### src/rtl/guess_sequencer.sv
// guess_sequencer: edits a 4-slot colour guess with cursor buttons and stores submitted guesses in a browsable history buffer.
module guess_sequencer #(
  parameter int HIST_DEPTH = 8
) (
  input  logic                          clk,
  input  logic                          rst_n,
  input  logic                          btn_left,
  input  logic                          btn_right,
  input  logic                          btn_color,
  input  logic                          btn_submit,
  input  logic                          btn_history,
  output logic                          blink_enable,
  output logic [1:0]                    blink_led,
  output logic [2:0]                    guess_rgb0,
  output logic [2:0]                    guess_rgb1,
  output logic [2:0]                    guess_rgb2,
  output logic [2:0]                    guess_rgb3,
  output logic [2:0]                    history_rgb0,
  output logic [2:0]                    history_rgb1,
  output logic [2:0]                    history_rgb2,
  output logic [2:0]                    history_rgb3,
  output logic [$clog2(HIST_DEPTH):0]   hist_count,
  output logic [$clog2(HIST_DEPTH)-1:0] hist_idx,
  output logic                          locked
);
  localparam int IW = $clog2(HIST_DEPTH);
  localparam int CW = IW + 1;
  typedef enum logic [1:0] {EDIT, HISTORY, LOCKED} state_t;
  state_t          r_state, w_state;
  logic [3:0][2:0] r_slot, w_slot;
  logic [1:0]      r_cursor, w_cursor;
  logic [CW-1:0]   r_count, w_count;
  logic [IW-1:0]   r_idx, w_idx;
  logic [11:0]     r_mem [HIST_DEPTH];
  logic [11:0]     r_hist;
  logic            r_blink, r_locked;
  logic            w_wr;
  logic            w_valid;
  logic            w_empty;
  logic [IW-1:0]   w_last, w_dec, w_inc;
  assign w_valid = (r_slot[0] != 3'd0) && (r_slot[1] != 3'd0) && (r_slot[2] != 3'd0) && (r_slot[3] != 3'd0);
  assign w_empty = (r_count == '0);
  assign w_last  = IW'(r_count - CW'(1));
  // Browsing wraps inside the stored range; an empty buffer pins the index at 0.
  assign w_dec   = w_empty ? '0 : (r_idx == '0) ? w_last : r_idx - IW'(1);
  assign w_inc   = w_empty ? '0 : (r_idx == w_last) ? '0 : r_idx + IW'(1);
  always_comb begin
    w_state  = r_state;
    w_slot   = r_slot;
    w_cursor = r_cursor;
    w_count  = r_count;
    w_idx    = r_idx;
    w_wr     = 1'b0;
    if (r_state == EDIT) begin
      if (btn_submit) begin
        if (w_valid) begin
          w_wr     = 1'b1;
          w_count  = r_count + CW'(1);
          w_slot   = '0;
          w_cursor = 2'd0;
          w_idx    = r_count[IW-1:0];
          w_state  = (r_count == CW'(HIST_DEPTH - 1)) ? LOCKED : EDIT;
        end
      end else if (btn_history) begin
        w_state = HISTORY;
        w_idx   = w_empty ? '0 : w_last;
      end else if (btn_color) begin
        w_slot[r_cursor] = r_slot[r_cursor] + 3'd1;
      end else if (btn_left) begin
        w_cursor = r_cursor - 2'd1;
      end else if (btn_right) begin
        w_cursor = r_cursor + 2'd1;
      end
    end else if (!btn_submit) begin
      if (btn_history) begin
        w_state = (r_state == HISTORY) ? EDIT : r_state;
      end else if (!btn_color) begin
        w_idx = btn_left ? w_dec : btn_right ? w_inc : r_idx;
      end
    end
  end
  always_ff @(posedge clk) begin
    if (!rst_n) begin
      r_state  <= EDIT;
      r_slot   <= '0;
      r_cursor <= 2'd0;
      r_count  <= '0;
      r_idx    <= '0;
      r_hist   <= '0;
      r_blink  <= 1'b1;
      r_locked <= 1'b0;
    end else begin
      r_state  <= w_state;
      r_slot   <= w_slot;
      r_cursor <= w_cursor;
      r_count  <= w_count;
      r_idx    <= w_idx;
      r_hist   <= w_empty ? 12'd0 : r_mem[r_idx];
      r_blink  <= (w_state == EDIT);
      r_locked <= (w_state == LOCKED);
    end
  end
  // Entries are never cleared; an empty count masks stale contents after reset.
  always_ff @(posedge clk) begin
    if (rst_n && w_wr) r_mem[r_count[IW-1:0]] <= r_slot;
  end
  assign blink_enable = r_blink;
  assign locked       = r_locked;
  assign blink_led    = r_cursor;
  assign guess_rgb0   = r_slot[0];
  assign guess_rgb1   = r_slot[1];
  assign guess_rgb2   = r_slot[2];
  assign guess_rgb3   = r_slot[3];
  assign history_rgb0 = r_hist[2:0];
  assign history_rgb1 = r_hist[5:3];
  assign history_rgb2 = r_hist[8:6];
  assign history_rgb3 = r_hist[11:9];
  assign hist_count   = r_count;
  assign hist_idx     = r_idx;
endmodule

### config.mk
export PLATFORM = sky130hd
export DESIGN_NAME = guess_sequencer
export DESIGN_NICKNAME = d
export VERILOG_FILES = /design/src/rtl/guess_sequencer.sv
export SDC_FILE = /design/constraint.sdc
export NUM_CORES = 1
export LEC_CHECK = 0
export CAP_MARGIN = 25
export CELL_PAD_IN_SITES_DETAIL_PLACEMENT = 1
export CELL_PAD_IN_SITES_GLOBAL_PLACEMENT = 2
export CORE_UTILIZATION = 38
export CTS_CLUSTER_SIZE = 8
export DETAILED_ROUTE_END_ITERATION = 8
export MAX_ROUTING_LAYER = met4
export PLACE_DENSITY_LB_ADDON = 0.1
export RECOVER_POWER = 50
export SYNTH_ARGS = -nofsm -noshare
export SYNTH_HDL_FRONTEND = slang
export SYNTH_SLANG_ARGS = --single-unit
### constraint.sdc
create_clock -name clk -period 2.9 [get_ports clk]
set_input_delay 0.87 -clock clk [delete_from_list [all_inputs] [get_ports clk]]
set_output_delay 0.87 -clock clk [all_outputs]
set_load 0.1 [all_outputs]
# Word-level counts from Yosys, hierarchy flattened
# Memory sizes are Yosys's and may differ from the RTL's. A register that Yosys moved wholly into a read port is not among the register bits.
# Cells that the tools add are included.
dict set report word_totals {
  ff_bits 25
  ram_bits 96
  out_inout_bits 35
  memories 1
}
# memory words width rd rd_clocked_by_memory_dff wr line
set mem_list {}
lappend mem_list {r_mem 8 12 1 1 1 34} ;# logic [11:0] r_mem [HIST_DEPTH];
dict set report classes {
  add_sub_neg 7
  magnitude_cmp 2
  n_eq_ne 11
  n_mux 42
  bitwise_logic 1
  reduce_logical 21
}
# op n
set ops {}
lappend ops {{2-to-1 mux 12 bit} 4}
lappend ops {{2-to-1 mux 3 bit} 16}
lappend ops {{2-to-1 mux 2 bit} 14}
lappend ops {{nonzero test 3 bit} 5}
lappend ops {{bitwise mux 12 bit} 1}
lappend ops {{inequality test 2 x 1 -> 1 bit (second input constant)} 4}
lappend ops {{adder 3 x 1 -> 3 bit (second input constant)} 2}
lappend ops {{binary-select mux 3 bit (select 2 bit)} 1}
lappend ops {{demux 3 bit (select 2 bit)} 1}
lappend ops {{AND reduction 6 bit} 1}
lappend ops {{subtractor 3 x 1 -> 3 bit (second input constant)} 2}
lappend ops {{logical AND 1 bit} 5}
lappend ops {{2-to-1 mux 1 bit} 5}
lappend ops {{AND reduction 5 bit} 1}
lappend ops {{adder 4 x 1 -> 4 bit (second input constant)} 1}
lappend ops {{equality test 4 x 3 -> 1 bit (second input constant)} 1}
lappend ops {{zero test 2 bit} 2}
lappend ops {{zero test 4 bit} 1}
lappend ops {{AND reduction 4 bit} 1}
lappend ops {{nonzero test 4 bit} 1}
lappend ops {{equality test 3 bit} 1}
lappend ops {{zero test 3 bit} 1}
lappend ops {{less-than comparator 2 x 3 -> 1 bit (second input constant)} 1}
lappend ops {{inequality test 3 x 1 -> 1 bit (second input constant)} 1}
lappend ops {{11 further kinds} 11}

# Longest topological paths before layout
# Gate-level depths: netlist (run 1).
dict set report logic_depth {
  depth_word 10
  depth_mapped 9
  mapped_depth_nobuf 7
}

# Least setup slack after synthesis (run 1)
# OpenSTA, ideal clock, no wires.
dict set report synth_timing {
  kind {register to register}
  from {reg r_slot (netlist bit guess_rgb0[2])}
  to {mem r_mem[0][0], enable pin}
  t_arrival_ns 2.905
  required_ns 2.504
  setup_slack_ns -0.402
  stages_incl_launch_ff 5
  path_buffers 0
  period_less_slack_ns 3.302
  cell_sequence {dfxtp_1 -> nor3_1 -> nor4_4 -> nand4b_1 -> nor3_1}
}
dict set report synth_via {
  elab_chain_len 10
}
# item line
set synth_rtl {}
lappend synth_rtl {{start: declaration} 30} ;# logic [3:0][2:0] r_slot, w_slot;
lappend synth_rtl {{start signal: assignment} 94} ;# r_slot <= w_slot;
lappend synth_rtl {{nonzero test 3 bit} 41} ;# assign w_valid = (r_slot[0] != 3'd0) && (r_slot[1] != 3'd0) && (r_slot[2] != 3'd0) && (r_slot[3] != 3'd0);
lappend synth_rtl {{logical AND 1 bit (3 in series)} 41}
lappend synth_rtl {{2-to-1 mux 1 bit} 56} ;# if (w_valid) begin
lappend synth_rtl {{2-to-1 mux 1 bit} 55} ;# if (btn_submit) begin
lappend synth_rtl {{2-to-1 mux 1 bit} 54} ;# if (r_state == EDIT) begin
lappend synth_rtl {{logical AND 1 bit} 105} ;# if (rst_n && w_wr) r_mem[r_count[IW-1:0]] <= r_slot;
lappend synth_rtl {{2-to-1 mux 1 bit} 105}
lappend synth_rtl {{2-to-1 mux 1 bit (implied by the code)} 105}
lappend synth_rtl {{end: declaration} 34}
# No other way between the ends.

# Worst setup path after layout (run 1)
dict set report layout_timing {
  from {in btn_submit}
  to {reg r_slot (netlist bit guess_rgb2[0])}
}
dict set report layout_via {
  elab_chain_len 2
  elab_cells_between_ends 5
  classes_between {eq/ne: 2; mux: 1; reduce/logical: 2}
}
# item line
set layout_rtl {}
lappend layout_rtl {{start: declaration} 10} ;# input logic btn_submit,
lappend layout_rtl {{inequality test 2 x 1 -> 1 bit (no source line) (tied with other cells)} --}
lappend layout_rtl {{AND reduction 4 bit (no source line)} --}
# Several ways; a longest one is shown, not always the timed one.
# A chain may end at the register's enable or synchronous reset.

==> qor.yml, run 1 <==
clkLatencyLatePin_ns: 0.41
synth_commonest_cells: "edfxtp_1, dfxtp_1, mux4_2"
switching_share_pct: 20.31
r2r-end: "r_mem[4][9]"
whs_endpoint: "hist_idx[2]"
clkSinkCount: 133
peakVddDrop_v: 0.0003590
cts_root_buf: "clkbuf_16"
pwr-share-comb_pct: 5.5
synth_top_area_share_pct: 52.46
synth_edf_count: 96
grt_max_degree: 27
worstSetupPathType: "input port to register"
synth_area_leader_cell: "edfxtp_1"
use_met2_pct: 31.71
postSynthAreaPerCell_um2: 15.35
pin_count: 42
min-delay-start: "hist_idx[2]"
power.switching_w: 0.0009034
synth_area_leaders: "edfxtp_1, dfxtp_1, mux4_2, mux2i_1, nor2_1"
core_mm2: 0.01399
antenna_found_initial: 0
fmax_mhz: 390.4
hold_viol_final: 0
fin_tns_setup_ns: 0
required_ns: 3.20
grt_pass1_wl_um: 19500
cap_violations: 0
rows: 43
drt_iter0_markers: 182
r2r_start: "guess_rgb0[2]"
regToRegSetupSlack_ns: 0.70
grt_usage_pct: 19.18
fin_area_mm2: 0.006668
dpl_cell_area_mm2: 0.006163
drc: 0
nets: 430
drt-pass1-iter-count: 4
netlist-cell-type-count: 51
dp_hpwl_um: 8503
diodes: 0
grt_pass1_vias: 3301
setup_viol: 0
finalCritPeriodShare_pct: 88.34
rsz0062_at_grt: "no"
status: "finished clean"
ctsResizeCount: 0
post-cts-setup-buffer-count: 0
fin_hold_ws_ns: 0.5899
wirelength_um: 12640
htreeDepth: 4
cts_tree: "built"
synth_cells: 358
die_area_mm2: 0.01495
wire_per_inst_um: 20.75
ant_nets: 0
synth-seq-area-share_pct: 65.94
powerDensity_mw_per_mm2: 667.3
start_util_pct: 39.28
power.leakage_nw: 2.324
vias_per_cell: 5.186
globalplace.congestion: 0.7391
synth_most_common_cell: "edfxtp_1"
slew_viol_final: 0
power.clock.fraction_pct: 48.6
hold_class: "register to register"
die_w_um: 122.3
cts_buffers: 17
via_count: 3158
met3_usage_pct: 4.089
grt_util_met1_pct: 22.91
clockBufferDepth: 2
synth_fp_nets: 371
drive_gt1_share_pct: 23.54
arrival_ns: 2.86
worst_pin_slew_ns: 1.174
maxSlewHeadroom_pct: 22.08
fin_crit_ns: 2.562
busiest_layer: "met2"
pwr-share-seq_pct: 45.9
finalClockSkew_ns: 0.01568
synth-main-ff-cell: "edfxtp_1"
path_clk_slew_ns: 0.06
worst_setup_path_end_kind: "register"
die_h_um: 122.3
whs_path_depth: 2
port_buffers: 41
power.internal_w: 0.003546
async_flop_share_pct: 0
worstSetupStartpointType: "input port"
ys_seq_elements: 133
grt-ovfl-total: 0
r2r_cells: 5
synth_warnings: 0
netlist_area_mm2: 0.005495
hold_buffers: 0
critPathMaxFanout: 11
areaGrowthSynthToFinish_pct: 21.33
-- worst max-delay path by stage --
stage / from / to / slack [ns] / depth (start not counted)
global route: btn_submit / guess_rgb2[0] / 0.26 / 7
global placement: btn_submit / r_mem[4][1] / 0.19 / 6
detailed placement: btn_submit / r_mem[4][5] / 0.12 / 6
finish: btn_submit / guess_rgb2[0] / 0.34 / 7
floorplan: guess_rgb3[2] / r_mem[1][0] / 0.05 / 4
CTS: btn_submit / r_mem[4][9] / 0.56 / 6
-- flip-flops by register name, indices dropped and copies added (netlist names), 3 cells and up --
name        cells
hist_idx        3
guess_rgb2      3
r_mem          96
guess_rgb1      3
r_hist         12
hist_count      4
guess_rgb3      3
guess_rgb0      3
-- cells by family after synthesis --
| kind of cell | after synthesis | share of synthesized area [%] |
|---|---|---|
| xor+xnor | 11 | 2.026 |
| mux | 40 | 13.43 |
| simple gates | 90 | 9.426 |
| flops | 133 | 65.94 |
| buf+inv | 32 | 2.391 |
| fa+ha+maj | 6 | 1.366 |
| compound gates | 46 | 5.419 |
-- metrics by stage --
step | std cells | util (%) | setup WS, ns | total power, W
finish | 609 | 47.67 | 0.3383 | 0.004449
global route | 609 | 47.67 | 0.2586 | 0.004580
CTS | 609 | 48.32 | 0.5614 | 0.004508
detailed placement | 578 | 44.06 | 0.1157 | 0.002335
global placement | 578 | 44.06 | 0.1855 | 0.002335
floorplan | 358 | - | 0.04969 | 0.002259
-- layout make-up --
class	count	area (µm²)
clock buffer	20	436.7
clock inverter	11	158.9
fill	1404	7321
inverter	11	41.29
multi-input combinational	193	1747
sequential	133	3623
tap	180	225.2
timing repair buffer	61	435.4
-- layer usage --
metal  part of all wire [%]  vias up
met3                    3.7       10
met5                      0        -
met2                     52       68
met1                     44     1590
li1                       -     1490
met4                    1.1        0
-- power groups by stage --
| stage | Combinational, W | Clock [W] | Sequential [W] |
|---|---|---|---|
| finish | 0.000245 | 0.00216 | 0.00204 |
| global route | 0.000264 | 0.00227 | 0.00204 |
| CTS | 0.000255 | 0.00221 | 0.00204 |
| detailed placement | 0.000254 | 0 | 0.00208 |
| global placement | 0.000253 | 0 | 0.00208 |
| floorplan | 0.000144 | 0 | 0.00211 |
-- placed cells by master (no fill, tap or decap), drive strengths merged, types with 2 or more instances in the layout --
cell type       n
edfxtp         96
clkbuf         39
dfxtp          37
buf            35
mux4           27
nor2           25
nor2b          14
mux2i          13
a21oi          12
inv            11
o21ai          11
nand2          10
nor3            9
xnor2           7
ha              6
clkinv          6
nand3           5
clkdlybuf4s50   5
and2            4
a22oi           4
a31oi           4
bufinv          4
o22ai           4
nand4b          3
and3            3
nor3b           3
xor2            3
nor4            3
o31ai           2
nand2b          2
o21ba           2
or3             2
-- worst max-delay path, stage by stage --
cell and delay (ns):
dlygate4sd3_1 0.56, clkbuf_1 0.25, nor4_2 0.32, buf_4 0.18, nand4b_1 0.23, and3_1 0.28, o21a_1 0.17
Note: power is estimated with default switching activity, not from simulation.
==> run 2, diff against run 1 <==
==> constraint.sdc (replaced) <==
create_clock -name clk -period 2.2 [get_ports clk]
set_input_delay 0.66 -clock clk [delete_from_list [all_inputs] [get_ports clk]]
set_output_delay 0.66 -clock clk [all_outputs]
set_load 0.05 [all_outputs]
==> run 2 against run 1 <==
  * Cell count is 2.8% higher
  * Clock skew is 0.0026 ns lower
  * Via count is 4.8% higher
  * Die area stayed put
  * Combinational power is 30% higher
  * Sequential cell count stayed put
  * Largest power group unchanged
==> qor.yml, run 2 (synthesis results as in run 1) <==
status: "finished clean"  # unchanged
dpl_cell_area_mm2: 0.006521  # was 0.006163 mm²
setup_viol: 0  # unchanged
dp_cells: 594  # was 578
whs_path_depth: 0  # was 2
powerDensity_mw_per_mm2: 837.5  # was 667.3 mW/mm²
fmax_mhz: 474.0
switching_share_pct: 20.35  # was 20.31%
cap_violations: 0  # unchanged
maxSlewHeadroom_pct: 60.42  # was 22.08%
fin_hold_ws_ns: 0.5556  # was 0.5899 ns
grt-ovfl-total: 0  # unchanged
power.internal_w: 0.004673  # was 0.003546 W
final-seq-area_mm2: 0.003662  # was 0.003623 mm²
fillers: 1395  # was 1404
finalCritPeriodShare_pct: 95.90
peakVddDrop_v: 0.0005651  # was 0.0003590 V
drive_gt1_share_pct: 30.04  # was 23.54%
path_cells: "clkdlybuf4s50_1, o31ai_4, or4_4, o22ai_2, o21ai_1, a21oi_1"  # was dlygate4sd3_1, clkbuf_1, nor4_2, buf_4, nand4b_1, and3_1, o21a_1
pwr-share-seq_pct: 45.6  # was 45.9%
drt_iter0_markers: 209  # was 182
place_ws_ns: -0.3444  # was 0.1157 ns
cts_buffers: 17  # unchanged
rsz0062_at_grt: "no"  # unchanged
pwr-share-comb_pct: 5.4  # was 5.5%
mostFrequentLayoutCell: "edfxtp_1"  # unchanged
final_cell_mix: "edfxtp_1, buf_4, mux4_2"  # was edfxtp_1, dfxtp_1, buf_4
power.leakage_nw: 2.453  # was 2.324 nW
grt_util_met1_pct: 24.16  # was 22.91%
drc: 0  # unchanged
path_clk_slew_ns: 0.05  # was 0.06 ns
cp_num_buf_inv: 1  # was 3
start_util_pct: 39.28  # unchanged
die_area_mm2: 0.01495  # unchanged
grt_pass1_wl_um: 20220  # was 19500 µm
hold_viol_final: 0  # unchanged
cp_top_family: "compound AO/OA/AOI/OAI gates"  # was buffers and inverters
vias_per_cell: 5.289  # was 5.186
grt_usage_pct: 20.02  # was 19.18%
drt-pass1-iter-count: 4  # unchanged
min-delay-start: "guess_rgb2[2]"  # was hist_idx[2]
port_buffers: 41  # unchanged
via_count: 3311  # was 3158
core_mm2: 0.01399  # unchanged
dp_hpwl_um: 8412  # was 8503 µm
r2r_start: "guess_rgb1[2]"  # was guess_rgb0[2]
grt_pass1_vias: 3455  # was 3301
wirelength_um: 13000  # was 12640 µm
worst_slack_ns: 0.09028  # was 0.3383 ns
hold_buffers: 0  # unchanged
pin_count: 42  # unchanged
nets: 446  # was 430
hold_class: "register to register"  # unchanged
rows: 43  # unchanged
largest_reg_flops: 96  # unchanged
clockBufferDepth: 2  # unchanged
die_w_um: 122.3  # unchanged
required_ns: 2.53  # was 3.20 ns
wire_per_inst_um: 20.77  # was 20.75 µm
ant_nets: 0  # unchanged
power.switching_w: 0.001194  # was 0.0009034 W
grt_max_degree: 27  # unchanged
whs_endpoint: "r_mem[0][8]"  # was hist_idx[2]
diodes: 0  # unchanged
multi_input_area_mm2: 0.001797  # was 0.001747 mm²
fin_cells: 626  # was 609
antenna_found_initial: 0  # unchanged
die_h_um: 122.3  # unchanged
fin_crit_ns: 2.110
areaGrowthSynthToFinish_pct: 27.48  # was 21.33%
htreeDepth: 4  # unchanged
finalClockSkew_ns: 0.01306  # was 0.01568 ns
fin_tns_setup_ns: 0  # unchanged
clkSinkCount: 133  # unchanged
fin_area_mm2: 0.007005  # was 0.006668 mm²
critPathMaxFanout: 6  # was 11
post-cts-setup-buffer-count: 0  # unchanged
r2r_cells: 5  # unchanged
met3_usage_pct: 5.390  # was 4.089%
cts_root_buf: "clkbuf_16"  # unchanged
max_stage_delay_ns: 0.53  # was 0.56 ns
power.clock.fraction_pct: 49.0  # was 48.6%
cts_tree: "built"  # unchanged
regToRegSetupSlack_ns: 0.18  # was 0.70 ns
slowest_stage: "clkdlybuf4s50_1"  # was dlygate4sd3_1
globalplace.congestion: 0.7799  # was 0.7391
slew_viol_final: 0  # unchanged
worst_pin_slew_ns: 0.5963  # was 1.174 ns
arrival_ns: 2.44  # was 2.86 ns
worstSetupPathType: "input port to register"  # unchanged
worstSetupStartpointType: "input port"  # unchanged
r2r-end: "hist_idx[0]"  # was r_mem[4][9]
busiest_layer: "met2"  # unchanged
worst_setup_path_end_kind: "register"  # unchanged
clkLatencyLatePin_ns: 0.43  # was 0.41 ns
use_met2_pct: 32.02  # was 31.71%
## run 2: layout make-up
class | instances | share of cell area [%]
Clock inverter | 13 | 2.322
Timing Repair Buffer | 77 | 9.770
Sequential cell | 133 | 52.28
Clock buffer | 19 | 6.180
Inverter | 11 | 0.5894
Tap cell | 180 | 3.215
Multi-Input combinational cell | 193 | 25.65
## run 2: power by group through the flow
stage	clock network, W	logic (W)	registers [W]
after floorplan	0	0.000191	0.00275
after global placement	0	0.000322	0.00273
after detailed placement	0	0.000327	0.00273
after CTS	0.00294	0.000327	0.00267
after global routing	0.00304	0.000347	0.00267
final	0.00287	0.000319	0.00267
## run 2: per-layer routing
layer	part of all wire, %	wire, µm	vias to the layer above
li1	-	-	1530
met1	44	5700	1684
met2	51	6606	78
met3	3.9	510	19
met4	1.4	186	0
met5	0	0	-
## run 2: worst max path at each step
stage / slack [ns] / startpoint / end / depth (start not counted)
global route: 0.0004 / btn_submit / guess_rgb1[0] / 9
floorplan: -0.01 / btn_submit / r_mem[0][0] / 4
detailed placement: -0.34 / btn_submit / hist_idx[0] / 6
global placement: -0.29 / btn_submit / hist_idx[1] / 6
CTS: 0.001 / r_hist[11] / history_rgb3[2] / 1
finish: 0.09 / btn_submit / hist_idx[0] / 6
## run 2: per-stage QoR
step	power, W	util (%)
6_report	0.005867	50.08
5_1_grt	0.006057	50.08
4_1_cts	0.005936	50.85
3_5_place_dp	0.003053	46.62
3_3_place_gp	0.003048	46.62
2_1_floorplan	0.002937	-
## run 2: what timing repair did
action	CTS	global route
endpoints found under the hold margin	0	0
resized for setup	3	11
endpoints found under the setup margin	3	11
